<file path="config.mk">
export PLATFORM = sky130hd
export DESIGN_NAME = uart_tx_flat
export DESIGN_NICKNAME = d
export VERILOG_FILES = /design/src/rtl/uart_pkg.sv /design/src/rtl/uart_tx_if.sv /design/src/rtl/baud_tick_gen.sv /design/src/rtl/uart_tx.sv /design/src/flat_wrapper.sv
export SDC_FILE = /design/constraint.sdc
export NUM_CORES = 1
export LEC_CHECK = 0
export BUFFER_PORTS_ARGS = -buffer_cell sky130_fd_sc_hd__buf_2
export CORE_AREA = 2 2 62 49
export DETAILED_ROUTE_END_ITERATION = 16
export DIE_AREA = 0 0 64 51
export PLACE_DENSITY = 0.84
export SLEW_MARGIN = 30
export SYNTH_ARGS = -nofsm -noshare
export SYNTH_HDL_FRONTEND = slang
export SYNTH_SLANG_ARGS = --single-unit
</file>
<file path="constraint.sdc">
create_clock -name clk -period 2.3 [get_ports clk]
set_input_delay 0.23 -clock clk [delete_from_list [all_inputs] [get_ports clk]]
set_output_delay 0.23 -clock clk [all_outputs]
set_load 0.02 [all_outputs]
</file>
<file path="src/rtl/uart_pkg.sv">
// uart_pkg: shared types and constants for the UART transmitter.
// State encoding, frame shape and line idle level.
package uart_pkg;

  localparam logic [1:0] S_IDLE  = 2'd0;
  localparam logic [1:0] S_START = 2'd1;
  localparam logic [1:0] S_DATA  = 2'd2;
  localparam logic [1:0] S_STOP  = 2'd3;

  typedef enum logic [1:0] {
    IDLE  = S_IDLE,
    START = S_START,
    DATA  = S_DATA,
    STOP  = S_STOP
  } state_e;

  localparam int   DATA_BITS = 8;
  localparam int   STOP_BITS = 1;
  localparam logic LINE_IDLE = 1'b1;

  function automatic int calc_div(input int clk_hz, input int baud);
    return clk_hz / baud;
  endfunction

endpackage

</file>
<file path="src/rtl/uart_tx_if.sv">
// uart_tx_if: FIFO pop-side bundle between byte FIFO and transmitter.
// master = FIFO side, slave = transmitter side.
interface uart_tx_if;
  import uart_pkg::*;

  logic                 fifo_empty;
  logic [DATA_BITS-1:0] fifo_pop_data;
  logic                 fifo_pop;

  modport master (
    output fifo_empty,
    output fifo_pop_data,
    input  fifo_pop
  );

  modport slave (
    input  fifo_empty,
    input  fifo_pop_data,
    output fifo_pop
  );

endinterface

</file>
<file path="src/rtl/baud_tick_gen.sv">
// baud_tick_gen: free-running 0..DIV-1 divider with sync clear.
// bit_tick marks the last clock of every bit period.
module baud_tick_gen #(
  parameter int DIV = 8
) (
  input  logic clk,
  input  logic rst,
  input  logic clr,
  output logic bit_tick
);

  localparam int W = (DIV > 1) ? $clog2(DIV) : 1;
  localparam logic [W-1:0] LAST = W'(DIV - 1);

  logic [W-1:0] cnt_q;
  logic [W-1:0] cnt_d;

  // next count: wrap at DIV-1, restart on clear
  always_comb begin
    cnt_d = cnt_q + W'(1);
    if (clr || (cnt_q == LAST)) begin
      cnt_d = '0;
    end
  end

  // divider register
  always_ff @(posedge clk) begin
    if (rst) begin
      cnt_q <= '0;
    end else begin
      cnt_q <= cnt_d;
    end
  end

  assign bit_tick = (cnt_q == LAST);

endmodule

</file>
<file path="src/rtl/uart_tx.sv">
// uart_tx: 8N1 LSB-first transmitter draining a byte FIFO.
// Pops at IDLE or on the last stop clock, so frames run gap-free.
module uart_tx
  import uart_pkg::*;
#(
  parameter int CLK_HZ = 100_000_000,
  parameter int BAUD   = 9600
) (
  input  logic      clk,
  input  logic      rst,
  uart_tx_if.slave  fifo,
  output logic      tx,
  output logic      tx_busy,
  output logic      tx_done
);

  localparam int DIV = calc_div(CLK_HZ, BAUD);
  localparam logic [2:0] LAST_BIT = 3'(DATA_BITS - 1);

  generate
    if (DIV < 2) begin : g_div_chk
      $error("uart_tx: CLK_HZ/BAUD must be at least 2");
    end
    if (STOP_BITS != 1) begin : g_stop_chk
      $error("uart_tx: only one stop bit is supported");
    end
  endgenerate

  state_e               state_q;
  state_e               state_d;
  logic [DATA_BITS-1:0] shift_q;
  logic [DATA_BITS-1:0] shift_d;
  logic [2:0]           bit_cnt_q;
  logic [2:0]           bit_cnt_d;
  logic                 tx_q;
  logic                 tx_d;
  logic                 bit_tick;
  logic                 load;
  logic                 clr;

  // divider restarts on every load so each bit is exactly DIV clocks
  assign clr = (state_q == IDLE) || load;

  baud_tick_gen #(
    .DIV (DIV)
  ) u_tick (
    .clk      (clk),
    .rst      (rst),
    .clr      (clr),
    .bit_tick (bit_tick)
  );

  // next state, load decision and next line level
  always_comb begin
    state_d   = state_q;
    shift_d   = shift_q;
    bit_cnt_d = bit_cnt_q;
    load      = 1'b0;
    tx_done   = 1'b0;
    tx_d      = LINE_IDLE;

    unique case (state_q)
      IDLE: begin
        load = !fifo.fifo_empty;
      end
      START: begin
        if (bit_tick) begin
          state_d = DATA;
        end
      end
      DATA: begin
        if (bit_tick) begin
          shift_d   = shift_q >> 1;
          bit_cnt_d = bit_cnt_q + 3'd1;
          if (bit_cnt_q == LAST_BIT) begin
            state_d = STOP;
          end
        end
      end
      STOP: begin
        if (bit_tick) begin
          tx_done = 1'b1;
          load    = !fifo.fifo_empty;
          state_d = IDLE;
        end
      end
      default: begin
        state_d = IDLE;
      end
    endcase

    // reset beats any pending load or done pulse
    if (rst) begin
      load    = 1'b0;
      tx_done = 1'b0;
    end

    if (load) begin
      state_d   = START;
      shift_d   = fifo.fifo_pop_data;
      bit_cnt_d = '0;
    end

    // line level follows the state being entered, then registered
    unique case (1'b1)
      (state_d == START): tx_d = 1'b0;
      (state_d == DATA):  tx_d = shift_d[0];
      default:            tx_d = LINE_IDLE;
    endcase
  end

  // FSM, shifter, bit counter and line register
  always_ff @(posedge clk) begin
    if (rst) begin
      state_q   <= IDLE;
      shift_q   <= '0;
      bit_cnt_q <= '0;
      tx_q      <= LINE_IDLE;
    end else begin
      state_q   <= state_d;
      shift_q   <= shift_d;
      bit_cnt_q <= bit_cnt_d;
      tx_q      <= tx_d;
    end
  end

  assign fifo.fifo_pop = load;
  assign tx            = tx_q;
  assign tx_busy       = (state_q != IDLE);

endmodule
</file>
<file path="src/flat_wrapper.sv">
// flat-port wrapper written by rule: the top's interface ports become plain ports
module uart_tx_flat import uart_pkg::*;
#(
  parameter int CLK_HZ = 100_000_000,
  parameter int BAUD   = 9600
)
  (clk, rst, tx, tx_busy, tx_done, fifo_fifo_empty, fifo_fifo_pop_data, fifo_fifo_pop);
  uart_tx_if fifo_i ();
  input  logic clk;
  input  logic rst;
  output logic tx;
  output logic tx_busy;
  output logic tx_done;
  input wire logic [$bits(fifo_i.fifo_empty)-1:0] fifo_fifo_empty;
  input wire logic [$bits(fifo_i.fifo_pop_data)-1:0] fifo_fifo_pop_data;
  output wire logic [$bits(fifo_i.fifo_pop)-1:0] fifo_fifo_pop;
  assign fifo_i.fifo_empty = fifo_fifo_empty;
  assign fifo_i.fifo_pop_data = fifo_fifo_pop_data;
  assign fifo_fifo_pop = fifo_i.fifo_pop;
  uart_tx #(.CLK_HZ(CLK_HZ), .BAUD(BAUD)) u_core (.clk(clk), .rst(rst), .fifo(fifo_i), .tx(tx), .tx_busy(tx_busy), .tx_done(tx_done));
endmodule
</file>
# == Word-level counts from Yosys, hierarchy flattened ==
# Index checks and enable logic that the tools add are counted.
# word_totals
ff_bits,28
input_bits,11
# op_classes
add_sub_neg,2
n_eq_ne,7
n_mux,16
n_reduce_logical,11
# ops
op,count
2-to-1 mux 8 bit,3
"adder 14 x 1 -> 14 bit, second input constant",1
"equality test 14 bit, second input constant",1
2-to-1 mux 2 bit,5
"equality test 2 bit, second input constant",3
case mux 2 bit (3 select lines),1
nonzero test 2 bit,3
2-to-1 mux 1 bit,5
"equality test 2 x 1 -> 1 bit, second input constant",2
case mux 1 bit (2 select lines),2
AND reduction 2 bit,2
OR reduction 2 bit,2
"adder 3 x 1 -> 3 bit, second input constant",1
"equality test 3 bit, second input constant",1
zero test 2 bit,1
logical OR 1 bit,2
zero test 1 bit,1

# == Longest topological paths before layout ==
# Gate-level depths: netlist of the first run.
# depth
depth_word,7
depth_mapped,8
depth_no_buf,7

# == By module ==
# From an unflattened synthesis of the first run, not the netlist that was laid out.
# hier_totals
cells_unflattened,158
hier_area_um2,1413.9
# modules_own_cells
module,instances,cells_each,area_each_um2
uart_tx,1,89,793.3
baud_tick_gen,1,69,620.6

# == Worst setup path after synthesis of the first run ==
# No wires, ideal clock.
# synth_path
path_type,register to output
from,reg u_core.u_tick.cnt_q[4]
to,out fifo_fifo_pop
arrival_ns,1.950
required_time_ns,2.070
slack_ns,0.120
stages_incl_launch_ff,7
path_buffers,1
path_cell_list,dfxtp_1 > or4b_4 > nor4_4 > a21oi_2 > or2_0 > buf_2 > nor2_1
# synth_via
elab_chain_len,4
# synth_lines
element,line_no,source
"start, declared",baud_tick_gen.sv:15,logic [W-1:0] cnt_q;
"start signal, assigned",baud_tick_gen.sv:31,cnt_q <= cnt_d;
equality test 14 bit,baud_tick_gen.sv:35,assign bit_tick = (cnt_q == LAST);
2-to-1 mux 1 bit,uart_tx.sv:81,if (bit_tick) begin
case mux 1 bit (2 select lines),uart_tx.sv:62,unique case (state_q)
2-to-1 mux 1 bit,uart_tx.sv:93,if (rst) begin
"end, declared",flat_wrapper.sv:16,output wire logic [$bits(fifo_i.fifo_pop)-1:0] fifo_fifo_pop;
# Every way passes these cells.

# == Final worst setup path of the first run ==
# Same ends and word-level chain as after synthesis.

==> results of run 1 <==
==> path summary, 6_finish.rpt <==
check,slack (ps),startpoint,to
min,220,fifo_fifo_pop_data[7],u_core.shift_q[7]
max,-0.5,u_core.u_tick.cnt_q[4],fifo_fifo_pop
max reg2reg,90,u_core.u_tick.cnt_q[4],u_core.tx
min reg2reg,510,u_core.shift_q[7],u_core.shift_q[7]
==> area by class of cell <==
cell class,instances,area [sq um],share of cell area
Clock buffer,3,22.5,0.0131
Multi-Input combinational cell,116,817,0.474
Sequential cell,28,577,0.335
Timing Repair Buffer,30,206,0.120
Inverter,6,22.5,0.0131
Tap cell,38,47.5,0.0276
Clock inverter,1,30.0,0.0174
==> per-layer routing <==
metal | GRT usage | wire length, microns | vias up
met5 | 0 | 0 | -
li1 | - | - | 623
met1 | 0.260 | 1420 | 582
met2 | 0.337 | 1560 | 42
met3 | 0.0617 | 161 | 8
met4 | 0.0580 | 75 | 0
==> what timing repair did <==
action,4_1_cts,5_1_grt
buffers inserted,3,6
resized for setup,8,16
endpoints found under the setup margin,3,4
pin swaps,3,0
==> cells in the mapped netlist, types with 2 or more instances <==
library cell  instances  area [sq um]
dfxtp_1              28           561
nor2_1               16          60.1
nor3_1               13          65.1
nand2_1              10          37.5
nand3_1              10          50.1
ha_1                  8           100
xor2_1                8          70.1
a311oi_1              7          61.3
inv_1                 6          22.5
a21oi_1               5          25.0
nand4_1               5          31.3
clkbuf_1              3          11.3
mux2i_1               3          30.0
or3_1                 3          18.8
xnor2_1               3          26.3
buf_1                 2          7.51
buf_2                 2          10.0
nand2b_1              2          12.5
nor3b_1               2          15.0
o21ai_0               2          10.0
or3b_1                2          17.5
==> logic make-up after synthesis <==
logic type	after synthesis
mux	3
xor+xnor	11
fa+ha+maj	8
simple gates	73
buf+inv	15
compound gates	21
flops	28
==> where the power goes <==
| part | internal (mW) | switching [mW] | total (mW) |
|---|---|---|---|
| Sequential | 0.505 | 0.0120 | 0.517 |
| Clock | 0.176 | 0.144 | 0.321 |
| Combinational | 0.0626 | 0.0771 | 0.140 |
| Total | 0.744 | 0.234 | 0.978 |
==> sequential cells by signal (all words and copies together) (netlist names) <==
| name | cells |
|---|---|
| u_core.shift_q | 8 |
| u_core.state_q | 2 |
| u_core.u_tick.cnt_q | 14 |
| u_core.tx | 1 |
| u_core.bit_cnt_q | 3 |
==> stage by stage <==
step	std cells	util	TNS, ps
after floorplan	159	-	0
after global placement	209	0.560	0
after detailed placement	209	0.560	0
after CTS	216	0.592	-17.0
after global routing	222	0.628	-166
final	222	0.628	-0.522
==> worst max-delay path, delay by kind of cell (launching register included) <==
family | cells | cell delay (ps)
flops | 1 | 360
simple gates | 4 | 1100
buf+inv | 1 | 150
compound gates | 1 | 140
==> results.md, run 1 <==
- Compound-Gate Fraction of Synth Area: 0.110
- CTS tree: built
- Final hold slack: 217 ps
- Period Utilization, post-route: 1.00
- Synth-to-layout area growth: 21.9%
- Routed WL: 3210 microns
- Sequential element share of the synthesized area: 0.396
- CP required: 2070 ps
- Router iterations before antenna repair: 4
- Pin count of the biggest net entering global routing: 18
- Clk sink count: 28
- WP data arrival: 2070 ps
- Port Buffers: 14
- Wire per inst: 14.5 microns
- Worst setup margin: -0.522 ps
- Post-DR vias/cell: 5.65
- Vias in the first global route: 1163
- Initial antenna violation count: 0
- Initial DRC Count: 79
- Leakage: 0.664 nW
- Power, Total: 0.978 mW
- Maxcap violations: 0
- XOR/XNOR Fraction of Synth Area: 0.0681
- Most common cell after layout, fill and taps aside: dfxtp_1
- Worst clock skew: 7.08 ps
- Kind of critical path: register to primary output
- CP max stage delay: 550 ps
- Inserted Clock Buffers: 3
- RSZ-0062 raised after global routing: yes
- Post-route DRC: 0
- Worst Reg-to-Reg Cells: 8
- Clock Latency Late Sink: 330 ps
- Final Critical Period: 2300 ps
- Largest family of logic cells by synthesized area: simple AND/OR/NAND/NOR gates
- Hpwl dp: 2200 microns
- Worst-Margin Slew: 464 ps
- Inserted Diodes: 0
- Vias: 1255
- Share of layout cells above drive strength 1: 0.310
- Crit path cell chain: or4b_4 > nor4_4 > a21oi_2 > or2_1 > nor2_1 > buf_4
- Cells after Synth: 159
- Max stage delay cell, worst path: or4b_4
- Slew HR: 0.691
- Clock Pin Slew Worst Setup and Hold Paths: 150 ps
- Synthesis-stage register bit count: 28
- DP Worst Slack: 6.10 ps
- Fin. Hold Viols: 0
- Synth warn: 0
- Worst setup EP type: primary output
- Post-route cell area: 1720 sq um
- Io pins: 15
- Row cnt: 17
- Initial Utilization: 0.515
- H-tree depth: 1
- Critical path fanouts, max: 5
- Die Height: 51 microns
- Most common flop cell mapped by yosys: dfxtp_1
- Yosys cell types: 40
- Die footprint: 3260 sq um
- Clock Tree Buf Depth: 2
- Adder-cell share of the synthesized area: 0.0708
- Fmax: 435 MHz
- Most frequent cells in the layout: dfxtp_1 (19), nor2_1 (16), buf_4 (16)
- Simple-Gate Fraction of Synth Area: 0.284
- Worst setup SP type: register
- PwrDens: 568 nW/um^2
- Final setup fails: 1
- Core area: 2740 sq um
- Status: complete, but fails checks
- GPL Wtd Cong: 0.962
- Filler cells: 213
- Placed inst area: 1540 sq um
- Total global routing overflow: 0
- Max-slew violation count: 0
- GRT Overall Usage: 0.204
- Peak VDD IR: 0.321 mV
- Worst min-delay path class: input port to register
- EDFF count, synth: 0
- Mean Syn Cell Area: 8.89 sq um
- CTS Hold Bufs: 0
- Mux contribution to synthesized area: 0.0212
- Post-synthesis instance area: 1410 sq um
- Chip width: 64 microns
- Failing checks: negative setup slack
- Ys async rst share: 0
- First-pass GRT wire length: 5220 microns
- Root buffer selected by CTS: clkbuf_4
- Fin nets: 204
- Hold path depth: 3
- Syn Nets: 178
- Post-route ant nets: 0
Power figures use the tool's default switching activity.
==> run 2, diff against run 1 <==
--- a/config.mk
+++ b/config.mk
@@ -6,10 +6,10 @@
 export NUM_CORES = 1
 export LEC_CHECK = 0
 export BUFFER_PORTS_ARGS = -buffer_cell sky130_fd_sc_hd__buf_2
-export CORE_AREA = 2 2 62 49
+export CORE_AREA = 2 2 72 57
 export DETAILED_ROUTE_END_ITERATION = 16
-export DIE_AREA = 0 0 64 51
-export PLACE_DENSITY = 0.84
+export DIE_AREA = 0 0 74 59
+export PLACE_DENSITY = 0.67
 export SLEW_MARGIN = 30
 export SYNTH_ARGS = -nofsm -noshare
 export SYNTH_HDL_FRONTEND = slang
==> results.md, run 2 (synthesis results as in run 1) <==
- Status: finished, final reports clean (was complete, but fails checks)
- Worst clock skew: 4.75 ps (was 7.08 ps)
- Worst-Margin Slew: 366 ps (was 464 ps)
- DP Worst Slack: -8.32 ps (was 6.10 ps)
- Router iterations before antenna repair: 4 (unchanged)
- Peak VDD IR: 0.279 mV (was 0.321 mV)
- CP max stage delay: 570 ps (was 550 ps)
- Hpwl dp: 2130 microns (was 2200 microns)
- Maxcap violations: 0 (unchanged)
- Initial Utilization: 0.394 (was 0.515)
- CP required: 2070 ps (about the same)
- Die Height: 59 microns (was 51 microns)
- Clk sink count: 28 (unchanged)
- Worst min-delay path class: input port to register (unchanged)
- Top Registers: u_core.u_tick.cnt_q (14), u_core.shift_q (8), u_core.bit_cnt_q (3) (unchanged)
- Wire per inst: 12.9 microns (was 14.5 microns)
- Critical path fanouts, max: 4 (was 5)
- Post-route DRC: 0 (unchanged)
- Post-route core utilization: 0.475 (was 0.628)
- CTS tree: built (unchanged)
- Slew HR: 0.753 (was 0.691)
- Most common cell after layout, fill and taps aside: dfxtp_1 (unchanged)
- GPL Wtd Cong: 0.793 (was 0.962)
- Die footprint: 4370 sq um (was 3260 sq um)
- Clock Latency Late Sink: 260 ps (was 330 ps)
- Worst setup EP type: primary output (unchanged)
- CTS Hold Bufs: 0 (unchanged)
- Fin. Hold Viols: 0 (unchanged)
- Kind of critical path: register to primary output (unchanged)
- Period Utilization, post-route: 0.988 (was 1.00)
- Row cnt: 19 (was 17)
- Root buffer selected by CTS: clkbuf_8 (was clkbuf_4)
- Power, Total: 0.904 mW (was 0.978 mW)
- Core area: 3590 sq um (was 2740 sq um)
- Io pins: 15 (unchanged)
- Post-DR vias/cell: 5.27 (was 5.65)
- Share of layout cells above drive strength 1: 0.291 (was 0.310)
- Total negative setup slack: 0 ps (was -0.522 ps)
- GRT Overall Usage: 0.147 (was 0.204)
- Largest register FFs: 14 (unchanged)
- Synth-to-layout area growth: 20.6% (was 21.9%)
- RSZ-0062 raised after global routing: yes (unchanged)
- Final setup fails: 0 (was 1)
- Crit path cell chain: or4b_4 > nor4_4 > a21oi_2 > or2_1 > nor2_1 > buf_4 (unchanged)
- Final Critical Period: 2270 ps (was 2300 ps)
- Largest Register: u_core.u_tick.cnt_q (unchanged)
- PwrDens: 530 nW/um^2 (was 568 nW/um^2)
- Vias in the first global route: 1156 (was 1163)
- Total global routing overflow: 0 (unchanged)
- Port Buffers: 14 (unchanged)
- Fmax: 440 MHz (was 435 MHz)
- Post-route ant nets: 0 (unchanged)
- Initial DRC Count: 107 (was 79)
- Vias: 1233 (was 1255)
- Routed WL: 3010 microns (was 3210 microns)
- First-pass GRT wire length: 5090 microns (was 5220 microns)
- Clock Pin Slew Worst Setup and Hold Paths: 90 ps (was 150 ps)
- Pin count of the biggest net entering global routing: 18 (unchanged)
- Inserted Diodes: 0 (unchanged)
- Filler cells: 342 (was 213)
- Leakage: 0.648 nW (was 0.664 nW)
- Clock Tree Buf Depth: 2 (unchanged)
- Initial antenna violation count: 0 (unchanged)
- Max stage delay cell, worst path: or4b_4 (unchanged)
- Chip width: 74 microns (was 64 microns)
- Final hold slack: 290 ps (was 217 ps)
- Worst setup margin: 27.1 ps (was -0.522 ps)
- Max-slew violation count: 0 (unchanged)
- Most frequent cells in the layout: dfxtp_1 (21), buf_4 (16), nor2_1 (15) (was dfxtp_1 (19), nor2_1 (16), buf_4 (16))
- CP bufs+invs: 1 (unchanged)
- Worst setup SP type: register (unchanged)
- Fin nets: 203 (was 204)
- H-tree depth: 1 (unchanged)
- WP data arrival: 2040 ps (was 2070 ps)
- Inserted Clock Buffers: 3 (unchanged)
- Worst path top cell family by delay: simple AND/OR/NAND/NOR gates (unchanged)
==> run 2: worst reg2reg max path, cell delays in order, from the launching register on <==
cell and delay (ps):
dfxtp_1 380, inv_1 100, ha_1 230, or4b_2 640
nor4_2 220, a2bb2oi_2 180, nand4b_1 110, a31o_2 250
==> run 2: metal layers <==
layer / vias to the layer above / wire length (microns) / track usage
met3: 6 / 112 / 0.0204
met1: 583 / 1480 / 0.216
met4: 0 / 51 / 0.0545
met5: - / 0 / 0
met2: 29 / 1370 / 0.218
li1: 615 / - / -
==> run 2: metrics by stage <==
step / std cells / cell area (sq um)
floorplan: 159 / 1410
global placement: 223 / 1550
detailed placement: 223 / 1550
CTS: 229 / 1620
global route: 234 / 1710
finish: 234 / 1710
==> run 2: path summary, 6_finish.rpt <==
path | end | start | slack, ps | depth (start not counted)
worst max-delay path | fifo_fifo_pop | u_core.u_tick.cnt_q[4] | 30 | 6
worst min-delay path | u_core.shift_q[7] | fifo_fifo_pop_data[7] | 290 | 3
worst max register to register | u_core.tx | u_core.state_q[0] | 100 | 7
worst min register to register | u_core.u_tick.cnt_q[0] | u_core.u_tick.cnt_q[0] | 470 | 1
==> run 2: timing repair <==
item / in CTS / in global routing
cloned: 0 / 0
setup buffers: 3 / 5
pin swaps: 2 / 1
gates resized for setup: 1 / 17
endpoints found under the setup margin: 3 / 3
==> run 2: layout make-up <==
cell class	count	area (sq um)	share of cell area
well taps	52	65.1	0.0382
flip-flops and latches	28	569	0.334
multi-input cells	116	816	0.478
inverters	6	22.5	0.0132
repair buffers	29	191	0.112
clock buffers	3	41.3	0.0242
==> run 2: power breakdown <==
part	internal (mW)	switching (mW)
Combinational	0.0579	0.0739
Clock	0.117	0.136
Sequential	0.507	0.0123
